--- src/rtl/tlb_cp0_ctrl_if.sv ---
// Request/response bus between the CP0 TLB-instruction controller and the TLB.
// The controller drives the request side and receives the completion plus results.
interface tlb_cp0_ctrl_if;
    logic [2:0]  tlb_req;
    logic [4:0]  req_index;
    logic [31:0] req_entryhi;
    logic [31:0] req_entrylo0;
    logic [31:0] req_entrylo1;
    logic        tlb_ok;
    logic [31:0] res_index;
    logic [31:0] res_entryhi;
    logic [31:0] res_entrylo0;
    logic [31:0] res_entrylo1;

    modport master (
        output tlb_req, req_index, req_entryhi, req_entrylo0, req_entrylo1,
        input  tlb_ok, res_index, res_entryhi, res_entrylo0, res_entrylo1
    );

    modport slave (
        input  tlb_req, req_index, req_entryhi, req_entrylo0, req_entrylo1,
        output tlb_ok, res_index, res_entryhi, res_entrylo0, res_entrylo1
    );
endinterface

--- src/rtl/tlb_cp0_ctrl.sv ---
// Sequences TLBP/TLBR/TLBWI/TLBWR from commit into TLB requests, CP0 writebacks
// and a request timeout; also owns the CP0 Random register.
module tlb_cp0_ctrl (
    input  logic                  clk,
    input  logic                  resetn,
    input  logic                  op_valid,
    input  logic [1:0]            op_code,
    input  logic                  flush,
    input  logic [31:0]           cp0_index,
    input  logic [31:0]           cp0_entryhi,
    input  logic [31:0]           cp0_entrylo0,
    input  logic [31:0]           cp0_entrylo1,
    input  logic [4:0]            cp0_wired,
    input  logic                  wired_we,
    tlb_cp0_ctrl_if.master        tlb,
    output logic                  stall,
    output logic                  wb_index_we,
    output logic                  wb_entry_we,
    output logic [31:0]           wb_index,
    output logic [31:0]           wb_entryhi,
    output logic [31:0]           wb_entrylo0,
    output logic [31:0]           wb_entrylo1,
    output logic [4:0]            random,
    output logic                  timeout_err
);

    typedef enum logic [1:0] {
        ST_IDLE = 2'd0,
        ST_REQ  = 2'd1,
        ST_WB   = 2'd2
    } state_t;

    localparam logic [1:0] OP_TLBP  = 2'd0;
    localparam logic [1:0] OP_TLBR  = 2'd1;
    localparam logic [1:0] OP_TLBWR = 2'd3;

    function automatic logic [31:0] mask_entrylo(input logic [31:0] lo);
        return lo & 32'h03FF_FFFF;
    endfunction

    // Probe result: miss keeps only the P bit, hit keeps the 5-bit index.
    function automatic logic [31:0] probe_index(input logic [31:0] idx);
        return idx[31] ? 32'h8000_0000 : (idx & 32'h0000_001F);
    endfunction

    state_t      state_r;
    logic [1:0]  op_r;
    logic [3:0]  tmo_cnt_r;
    logic [2:0]  tlb_req_r;
    logic [4:0]  req_index_r;
    logic [31:0] req_entryhi_r;
    logic [31:0] req_entrylo0_r;
    logic [31:0] req_entrylo1_r;
    logic        wb_index_we_r;
    logic        wb_entry_we_r;
    logic [31:0] wb_index_r;
    logic [31:0] wb_entryhi_r;
    logic [31:0] wb_entrylo0_r;
    logic [31:0] wb_entrylo1_r;
    logic [4:0]  random_r;
    logic        timeout_err_r;
    logic        accept_s;

    assign accept_s = (state_r == ST_IDLE) & op_valid & ~flush;

    // Stall must rise in the accept cycle itself, so it is combinational.
    assign stall = (state_r != ST_IDLE) | (op_valid & ~flush);

    assign tlb.tlb_req      = tlb_req_r;
    assign tlb.req_index    = req_index_r;
    assign tlb.req_entryhi  = req_entryhi_r;
    assign tlb.req_entrylo0 = req_entrylo0_r;
    assign tlb.req_entrylo1 = req_entrylo1_r;
    assign wb_index_we      = wb_index_we_r;
    assign wb_entry_we      = wb_entry_we_r;
    assign wb_index         = wb_index_r;
    assign wb_entryhi       = wb_entryhi_r;
    assign wb_entrylo0      = wb_entrylo0_r;
    assign wb_entrylo1      = wb_entrylo1_r;
    assign random           = random_r;
    assign timeout_err      = timeout_err_r;

    // Random register: free-running down-counter that wraps to 31 at Wired or 0.
    always_ff @(posedge clk or negedge resetn) begin
        if (!resetn) begin
            random_r <= 5'd31;
        end else if (wired_we) begin
            random_r <= 5'd31;
        end else if ((random_r == cp0_wired) || (random_r == 5'd0)) begin
            random_r <= 5'd31;
        end else begin
            random_r <= random_r - 5'd1;
        end
    end

    // Operation FSM: accept, hold request until completion or timeout, one-cycle writeback.
    always_ff @(posedge clk or negedge resetn) begin
        if (!resetn) begin
            state_r        <= ST_IDLE;
            op_r           <= 2'd0;
            tmo_cnt_r      <= 4'd0;
            tlb_req_r      <= 3'd0;
            req_index_r    <= 5'd0;
            req_entryhi_r  <= 32'd0;
            req_entrylo0_r <= 32'd0;
            req_entrylo1_r <= 32'd0;
            wb_index_we_r  <= 1'b0;
            wb_entry_we_r  <= 1'b0;
            wb_index_r     <= 32'd0;
            wb_entryhi_r   <= 32'd0;
            wb_entrylo0_r  <= 32'd0;
            wb_entrylo1_r  <= 32'd0;
            timeout_err_r  <= 1'b0;
        end else begin
            case (state_r)
                ST_IDLE: begin
                    wb_index_we_r <= 1'b0;
                    wb_entry_we_r <= 1'b0;
                    timeout_err_r <= 1'b0;
                    if (accept_s) begin
                        op_r           <= op_code;
                        tmo_cnt_r      <= 4'd0;
                        tlb_req_r      <= {1'b0, op_code} + 3'd1;
                        req_index_r    <= (op_code == OP_TLBWR) ? random_r : 5'(cp0_index);
                        req_entryhi_r  <= cp0_entryhi;
                        req_entrylo0_r <= mask_entrylo(cp0_entrylo0);
                        req_entrylo1_r <= mask_entrylo(cp0_entrylo1);
                        state_r        <= ST_REQ;
                    end
                end
                ST_REQ: begin
                    if (tlb.tlb_ok) begin
                        wb_index_r    <= probe_index(tlb.res_index);
                        wb_entryhi_r  <= tlb.res_entryhi & 32'hFFFF_E0FF;
                        wb_entrylo0_r <= mask_entrylo(tlb.res_entrylo0);
                        wb_entrylo1_r <= mask_entrylo(tlb.res_entrylo1);
                        wb_index_we_r <= (op_r == OP_TLBP);
                        wb_entry_we_r <= (op_r == OP_TLBR);
                        tlb_req_r     <= 3'd0;
                        state_r       <= ST_WB;
                    end else if (tmo_cnt_r == 4'd14) begin
                        // Count reaches 15 on this edge: fifteen unanswered REQ cycles.
                        tmo_cnt_r     <= 4'd15;
                        timeout_err_r <= 1'b1;
                        tlb_req_r     <= 3'd0;
                        state_r       <= ST_IDLE;
                    end else begin
                        tmo_cnt_r <= tmo_cnt_r + 4'd1;
                    end
                end
                ST_WB: begin
                    wb_index_we_r <= 1'b0;
                    wb_entry_we_r <= 1'b0;
                    state_r       <= ST_IDLE;
                end
                default: begin
                    tlb_req_r     <= 3'd0;
                    wb_index_we_r <= 1'b0;
                    wb_entry_we_r <= 1'b0;
                    timeout_err_r <= 1'b0;
                    state_r       <= ST_IDLE;
                end
            endcase
        end
    end

endmodule

--- src/flat_wrapper.sv ---
// flat-port wrapper written by rule: the top's interface ports become plain ports
module tlb_cp0_ctrl_flat 
  (clk, resetn, op_valid, op_code, flush, cp0_index, cp0_entryhi, cp0_entrylo0, cp0_entrylo1, cp0_wired, wired_we, stall, wb_index_we, wb_entry_we, wb_index, wb_entryhi, wb_entrylo0, wb_entrylo1, random, timeout_err, tlb_tlb_req, tlb_req_index, tlb_req_entryhi, tlb_req_entrylo0, tlb_req_entrylo1, tlb_tlb_ok, tlb_res_index, tlb_res_entryhi, tlb_res_entrylo0, tlb_res_entrylo1);
  tlb_cp0_ctrl_if tlb_i ();
  input  logic clk;
  input  logic resetn;
  input  logic op_valid;
  input  logic [1:0] op_code;
  input  logic flush;
  input  logic [31:0] cp0_index;
  input  logic [31:0] cp0_entryhi;
  input  logic [31:0] cp0_entrylo0;
  input  logic [31:0] cp0_entrylo1;
  input  logic [4:0] cp0_wired;
  input  logic wired_we;
  output logic stall;
  output logic wb_index_we;
  output logic wb_entry_we;
  output logic [31:0] wb_index;
  output logic [31:0] wb_entryhi;
  output logic [31:0] wb_entrylo0;
  output logic [31:0] wb_entrylo1;
  output logic [4:0] random;
  output logic timeout_err;
  output wire logic [$bits(tlb_i.tlb_req)-1:0] tlb_tlb_req;
  output wire logic [$bits(tlb_i.req_index)-1:0] tlb_req_index;
  output wire logic [$bits(tlb_i.req_entryhi)-1:0] tlb_req_entryhi;
  output wire logic [$bits(tlb_i.req_entrylo0)-1:0] tlb_req_entrylo0;
  output wire logic [$bits(tlb_i.req_entrylo1)-1:0] tlb_req_entrylo1;
  input wire logic [$bits(tlb_i.tlb_ok)-1:0] tlb_tlb_ok;
  input wire logic [$bits(tlb_i.res_index)-1:0] tlb_res_index;
  input wire logic [$bits(tlb_i.res_entryhi)-1:0] tlb_res_entryhi;
  input wire logic [$bits(tlb_i.res_entrylo0)-1:0] tlb_res_entrylo0;
  input wire logic [$bits(tlb_i.res_entrylo1)-1:0] tlb_res_entrylo1;
  assign tlb_tlb_req = tlb_i.tlb_req;
  assign tlb_req_index = tlb_i.req_index;
  assign tlb_req_entryhi = tlb_i.req_entryhi;
  assign tlb_req_entrylo0 = tlb_i.req_entrylo0;
  assign tlb_req_entrylo1 = tlb_i.req_entrylo1;
  assign tlb_i.tlb_ok = tlb_tlb_ok;
  assign tlb_i.res_index = tlb_res_index;
  assign tlb_i.res_entryhi = tlb_res_entryhi;
  assign tlb_i.res_entrylo0 = tlb_res_entrylo0;
  assign tlb_i.res_entrylo1 = tlb_res_entrylo1;
  tlb_cp0_ctrl u_core (.clk(clk), .resetn(resetn), .op_valid(op_valid), .op_code(op_code), .flush(flush), .cp0_index(cp0_index), .cp0_entryhi(cp0_entryhi), .cp0_entrylo0(cp0_entrylo0), .cp0_entrylo1(cp0_entrylo1), .cp0_wired(cp0_wired), .wired_we(wired_we), .tlb(tlb_i), .stall(stall), .wb_index_we(wb_index_we), .wb_entry_we(wb_entry_we), .wb_index(wb_index), .wb_entryhi(wb_entryhi), .wb_entrylo0(wb_entrylo0), .wb_entrylo1(wb_entrylo1), .random(random), .timeout_err(timeout_err));
endmodule
--- config.mk ---
export PLATFORM = sky130hd
export DESIGN_NAME = tlb_cp0_ctrl_flat
export DESIGN_NICKNAME = d
export VERILOG_FILES = /design/src/rtl/tlb_cp0_ctrl_if.sv /design/src/rtl/tlb_cp0_ctrl.sv /design/src/flat_wrapper.sv
export SDC_FILE = /design/constraint.sdc
export NUM_CORES = 1
export LEC_CHECK = 0
export ABC_CLOCK_PERIOD_IN_PS = 3900
export CAP_MARGIN = 20
export CELL_PAD_IN_SITES_DETAIL_PLACEMENT = 1
export CELL_PAD_IN_SITES_GLOBAL_PLACEMENT = 1
export CORE_AREA = 2 2 199 201
export CTS_CLUSTER_DIAMETER = 80
export DETAILED_ROUTE_END_ITERATION = 16
export DIE_AREA = 0 0 201 203
export GPL_ROUTABILITY_DRIVEN = 0
export MAX_ROUTING_LAYER = met4
export PLACE_DENSITY_LB_ADDON = 0.08
export SLEW_MARGIN = 10
export SYNTH_ARGS = -nofsm -noshare
export SYNTH_HDL_FRONTEND = slang
export SYNTH_SLANG_ARGS = --single-unit
--- constraint.sdc ---
create_clock -name clk -period 3.9 [get_ports clk]
set_input_delay 0.39 -clock clk [delete_from_list [all_inputs] [get_ports clk]]
set_output_delay 0.39 -clock clk [all_outputs]
set_load 0.05 [all_outputs]
; ---- After elaboration in Yosys (flattened, before gate mapping)
; Cells that the tools add are included.
[word_totals]
rom_bits = 0
ram_bits = 0
mem_count = 0
out_inout_bits = 241
latch_bits = 0
ff_bits = 219
elab_cells = 71
[classes]
muxes = 23
n_reduce_logical = 12
add_sub_neg = 3
n_lt_le_gt_ge = 0
shift = 0
n_eq_ne = 11
bitwise_logic = 6
div_mod_pow = 0
mul = 0
[ops]
columns = op, n
row1 = two-way mux 32 bit, 1
row2 = two-way mux 5 bit, 3
row3 = two-way mux 4 bit, 3
row4 = two-way mux 3 bit, 3
row5 = one-hot mux 3 bit (3 select lines), 1
row6 = AND reduction 3 bit, 3
row7 = one-hot mux 4 bit (2 select lines), 1
row8 = two-way mux 1 bit, 6
row9 = two-way mux 2 bit, 3
row10 = AND reduction 2 bit, 3
row11 = == test 5 bit, 1
row12 = logical NOT 5 bit, 1
row13 = subtractor 5 x 1 -> 5 bit (second input constant), 1
row14 = adder 4 x 1 -> 4 bit (second input constant), 1
row15 = == test 2 x 1 -> 1 bit (second input constant), 2
row16 = == test 2 bit (second input constant), 2
row17 = == test 4 bit (second input constant), 1
row18 = logical NOT 2 bit, 2
row19 = inequality test 2 x 1 -> 1 bit (second input constant), 2
row20 = inequality test 2 bit (second input constant), 2
row21 = one-hot mux 2 bit (2 select lines), 1
row22 = nonzero test 2 bit, 2
row23 = adder 2 x 1 -> 3 bit (second input constant), 1
row24 = AND 1 bit, 3
row25 = 5 further kinds, 6

; ---- Logic depth before layout (Yosys ltp)
[depth]
ltp_word = 5
mapped_depth = 7

; ---- Worst setup path before layout
; OpenSTA, ideal clock, no wires.
[synth_path]
kind = input port to output port
start = in op_valid
end = out stall
path_slack_ns = 2.003
stages = 2
t_arrival_ns = 1.507
required_ns = 3.510
cell_sequence = inv_1 o21ai_0
[synth_between]
elab_chain_len = 2
[synth_rtl]
columns = element, line
row1 = start: declaration, flat_wrapper.sv:7  ; input logic op_valid;
row2 = AND 1 bit, tlb_cp0_ctrl.sv:67  ; assign stall = (state_r != ST_IDLE) | (op_valid & ~flush);
row3 = OR 1 bit, tlb_cp0_ctrl.sv:67
row4 = end: declaration, flat_wrapper.sv:16  ; output logic stall;
; Every way passes these cells.

; ---- Final worst setup path
[layout_path]
start = reg u_core.state_r[0]
end = out stall
[layout_between]
elab_chain_len = 2
[layout_rtl]
columns = element, line
row1 = start: declaration, tlb_cp0_ctrl.sv:46  ; state_t state_r;
row2 = start signal: assignment, tlb_cp0_ctrl.sv:99  ; state_r <= ST_IDLE;
row3 = start signal: assignment, tlb_cp0_ctrl.sv:128  ; state_r <= ST_REQ;
row4 = start signal: assignment, tlb_cp0_ctrl.sv:140  ; state_r <= ST_WB;
row5 = nonzero test 2 bit, tlb_cp0_ctrl.sv:67
row6 = OR 1 bit, tlb_cp0_ctrl.sv:67
; Every way passes these cells.

==> results.tsv <==
stage	metric	value	unit
yosys	Post-Synthesis Cells	719	
sta	Slew @ Worst Pin	0.786	ns
setup_path	Startpoint Class	flop	
setup_path	Worst R2R Setup Slack	1.69	ns
yosys	Syn. warnings	0	
floorplan	core box area	38500	µm²
routing	WL/cell	16.7	µm
routing	antenna-violating nets left	0	
global_routing	first-pass GRT wire length	41000	µm
global_routing	GRT Util Overall	0.137	
clocking	clk slew on worst S/H paths	0.07	ns
clocking	clk root buf	clkbuf_16	
clocking	post-CTS sizing	0	
finish	share of layout cells above drive strength 1	0.118	
yosys	Synth Cell Area	7980	µm²
clocking	CTS tree	done	
global_routing	met3 Usage GRT	0.0326	
power	Net Sw Frac	0.438	
yosys	Cell variety after synth	38	
power	Psw	4.05	mW
clocking	TritonCTS buffer count	17	
floorplan	die area	40800	µm²
yosys	commonest cells in the netlist	269 x nand2_1, 188 x dfrtp_1, 80 x mux2_2	
global_routing	vias in the first global route	6492	
setup_path	Worst EP arrival	2.09	ns
routing	iteration count of the initial detailed-routing pass	4	
setup_path	slowest stage cell, crit path	clkdlybuf4s50_1	
sta	fin worst setup slack	1.42	ns
setup_path	Required @ worst endpoint	3.51	ns
floorplan	chip height	203	µm
sta	max-slew violations	0	
sta	WHS	-0.0386	ns
yosys	Yosys reg bits	193	
power	Comb pwr share	0.478	
yosys	commonest register cell after synthesis	dfrtp_1	
global_routing	met1 Use GR	0.161	
routing	WL final	27000	µm
power	Max VDD drop	0.000270	V
power	Reg power frac	0.314	
clocking	worst skew pair latency	0.44	ns
global_routing	GRT met2 Usage	0.236	
power	Clock Power Share	0.208	
sta	Peak Freq	403	MHz
floorplan	Starting Density	0.207	
sta	crit share post-route	0.635	
run_status	failing checks	negative hold slack	
power	leak pwr	5.68	nW
yosys	top-area cell type share of the netlist area	0.590	
yosys	register area share after synthesis	0.606	
floorplan	IO Count	510	
finish	Fillers	4324	
setup_path	critical-path cell list	nor2_1 -> o21ai_0 -> clkdlybuf4s50_1	
finish	final net count	1358	
routing	vias per cell	3.83	
flow_run	Max Cap Violations	0	
global_routing	gr busiest metal	met2	
sta	final setup violation count	0	
setup_path	Worst setup EP type	output pin	
placed_design	pre-CTS setup slack	1.35	ns
sta	unrepaired setup endpoints after global routing	false	
setup_path	Worst Path Max Fanout	11	
yosys	Syn Area/Cell	11.1	µm²
global_routing	grt total ovfl	0	
sta	setup TNS	0	ns
routing	routed vias	6191	
worst_hold_path	Hold Path Class	input port to asynchronous set/reset pin	
global_routing	pin count of the biggest net entering global routing	88	
sta	Hold Fails Final Rpt	10	
clocking	clock sinks	193	
clocking	cts hold-fix bufs	0	
sta	clk_skew	0.00768	ns
routing	drc violations	0	
power	PD cells	729	nW/µm²
yosys	ranking of synthesized cells by area	dfrtp_1 59%, nand2_1 13%, mux2_2 11%	
run_status	outcome	finished, violations left	
finish	Multi-input gate area	2710	µm²
finish	area delta synth->final	58.9	%
finish	area taken by flip-flops and latches	4840	µm²
setup_path	CP max stage delay	0.86	ns
sta	Slew headroom	0.475	
clocking	H-tree levels	4	
routing	initial drt markers	161	
setup_path	kind of critical path	flop to output pin	
floorplan	Die Wd	201	µm
floorplan	placement row count	72	
sta	post-route minimum period	2.48	ns
clocking	Max clock buf depth	2	
yosys	number of enable flip-flop cells after synthesis	0	
yosys	top cell type by total area after synthesis	dfrtp_1	
yosys	top-count cell post-synth	nand2_1	
power	Pint	5.20	mW
placed_design	hpwl dp	19800	µm
global_routing	initial antenna violation count	2	
clocking	Post-CTS Setup Inserts	0	
placed_design	port bufs	372	
yosys	async set-reset flop share out of synthesis	1.00	
-- power groups by stage --
| stage | logic (mW) | clock network [mW] | registers [mW] |
|---|---|---|---|
| 3_3_place_gp | 4.47 | 0 | 2.92 |
| 5_1_grt | 4.61 | 2.10 | 2.99 |
| 2_1_floorplan | 0.788 | 0 | 4.96 |
| 4_1_cts | 4.48 | 2.02 | 2.91 |
| 6_report | 4.42 | 1.93 | 2.90 |
| 3_5_place_dp | 4.47 | 0 | 2.95 |
-- worst max-delay path, delay by kind of cell (launching register included) --
family | cells | cell delay, ns
compound gates | 1 | 0.09
simple gates | 1 | 0.10
buf+inv | 1 | 0.86
flops | 1 | 0.61
-- path summary, 6_finish.rpt --
| check | startpoint | to | cells past startpoint |
|---|---|---|---|
| setup / recovery | u_core.state_r[0] | stall | 3 |
| max in group asynchronous | resetn | u_core.tlb.req_entryhi[11] | 2 |
| min in group clk | cp0_entrylo1[25] | u_core.tlb.req_entrylo1[25] | 3 |
| setup reg to reg | u_core.state_r[0] | u_core.tlb.req_entrylo1[2] | 4 |
| hold / removal | resetn | u_core.tlb.req_entryhi[26] | 1 |
| hold reg to reg | u_core.tlb.req_entrylo1[18] | u_core.tlb.req_entrylo1[18] | 2 |
-- final cells by class --
| class | instances | area share |
|---|---|---|
| flip-flops and latches | 193 | 0.381 |
| repair buffers | 381 | 0.300 |
| multi-input cells | 482 | 0.214 |
| well taps | 518 | 0.0511 |
| clock buffers | 24 | 0.0404 |
| clock inverters | 8 | 0.00967 |
| inverters | 10 | 0.00296 |
| diodes | 2 | 0.000395 |
-- registers in the layout (all words and copies together), names as in the netlist --
name                     count
u_core.wb_index              6
u_core.tlb.req_index         5
u_core.op_r                  2
u_core.random                5
u_core.wb_entrylo0          26
u_core.state_r               2
u_core.wb_index_we           1
u_core.wb_entry_we           1
u_core.tlb.req_entrylo1     26
u_core.tlb.req_entryhi      32
u_core.timeout_err           1
u_core.wb_entrylo1          26
u_core.tmo_cnt_r             4
u_core.tlb.tlb_req           3
u_core.tlb.req_entrylo0     26
u_core.wb_entryhi           27
-- cell usage in the layout (no fill, tap or decap), types with 4 or more instances in the layout --
cell / n
o211ai_1: 4
ha_1: 4
nand2b_1: 8
xnor2_1: 7
mux2i_1: 9
inv_1: 10
mux2_2: 80
o21ai_0: 13
clkdlybuf4s50_1: 371
nand2_1: 269
clkbuf_8: 7
a21oi_1: 4
dfstp_2: 5
buf_4: 8
dfrtp_1: 188
clkbuf_16: 17
conb_1: 55
-- metal layers --
metal  share of wire  routed length, µm
met2            0.53              14300
met1            0.41              11200
met4          0.0099                267
met3           0.045               1220
met5               0                  0
-- metrics by stage --
step | power [mW] | cells | area [µm²] | util
after floorplan | 5.75 | 773 | 8180 | -
after global placement | 7.39 | 1584 | 12000 | 0.313
after detailed placement | 7.42 | 1584 | 12000 | 0.313
after CTS | 9.42 | 1616 | 12700 | 0.329
after global routing | 9.70 | 1618 | 12700 | 0.330
final | 9.25 | 1618 | 12700 | 0.330
-- cells by family (layout without fill, tap and decap cells) --
logic type,after synthesis,in the layout,share of synthesized area
other,1,57,0.000470
and+or+nand+nor,293,293,0.148
buffers and inverters,98,423,0.0794
xor gates and xnor gates,7,7,0.00769
muxes,89,89,0.124
adders and majority gates,4,4,0.00627
DFF,193,193,0.606
AOI/OAI and AO/OA,34,34,0.0276
No activity file was read; power rests on OpenSTA's default activity.
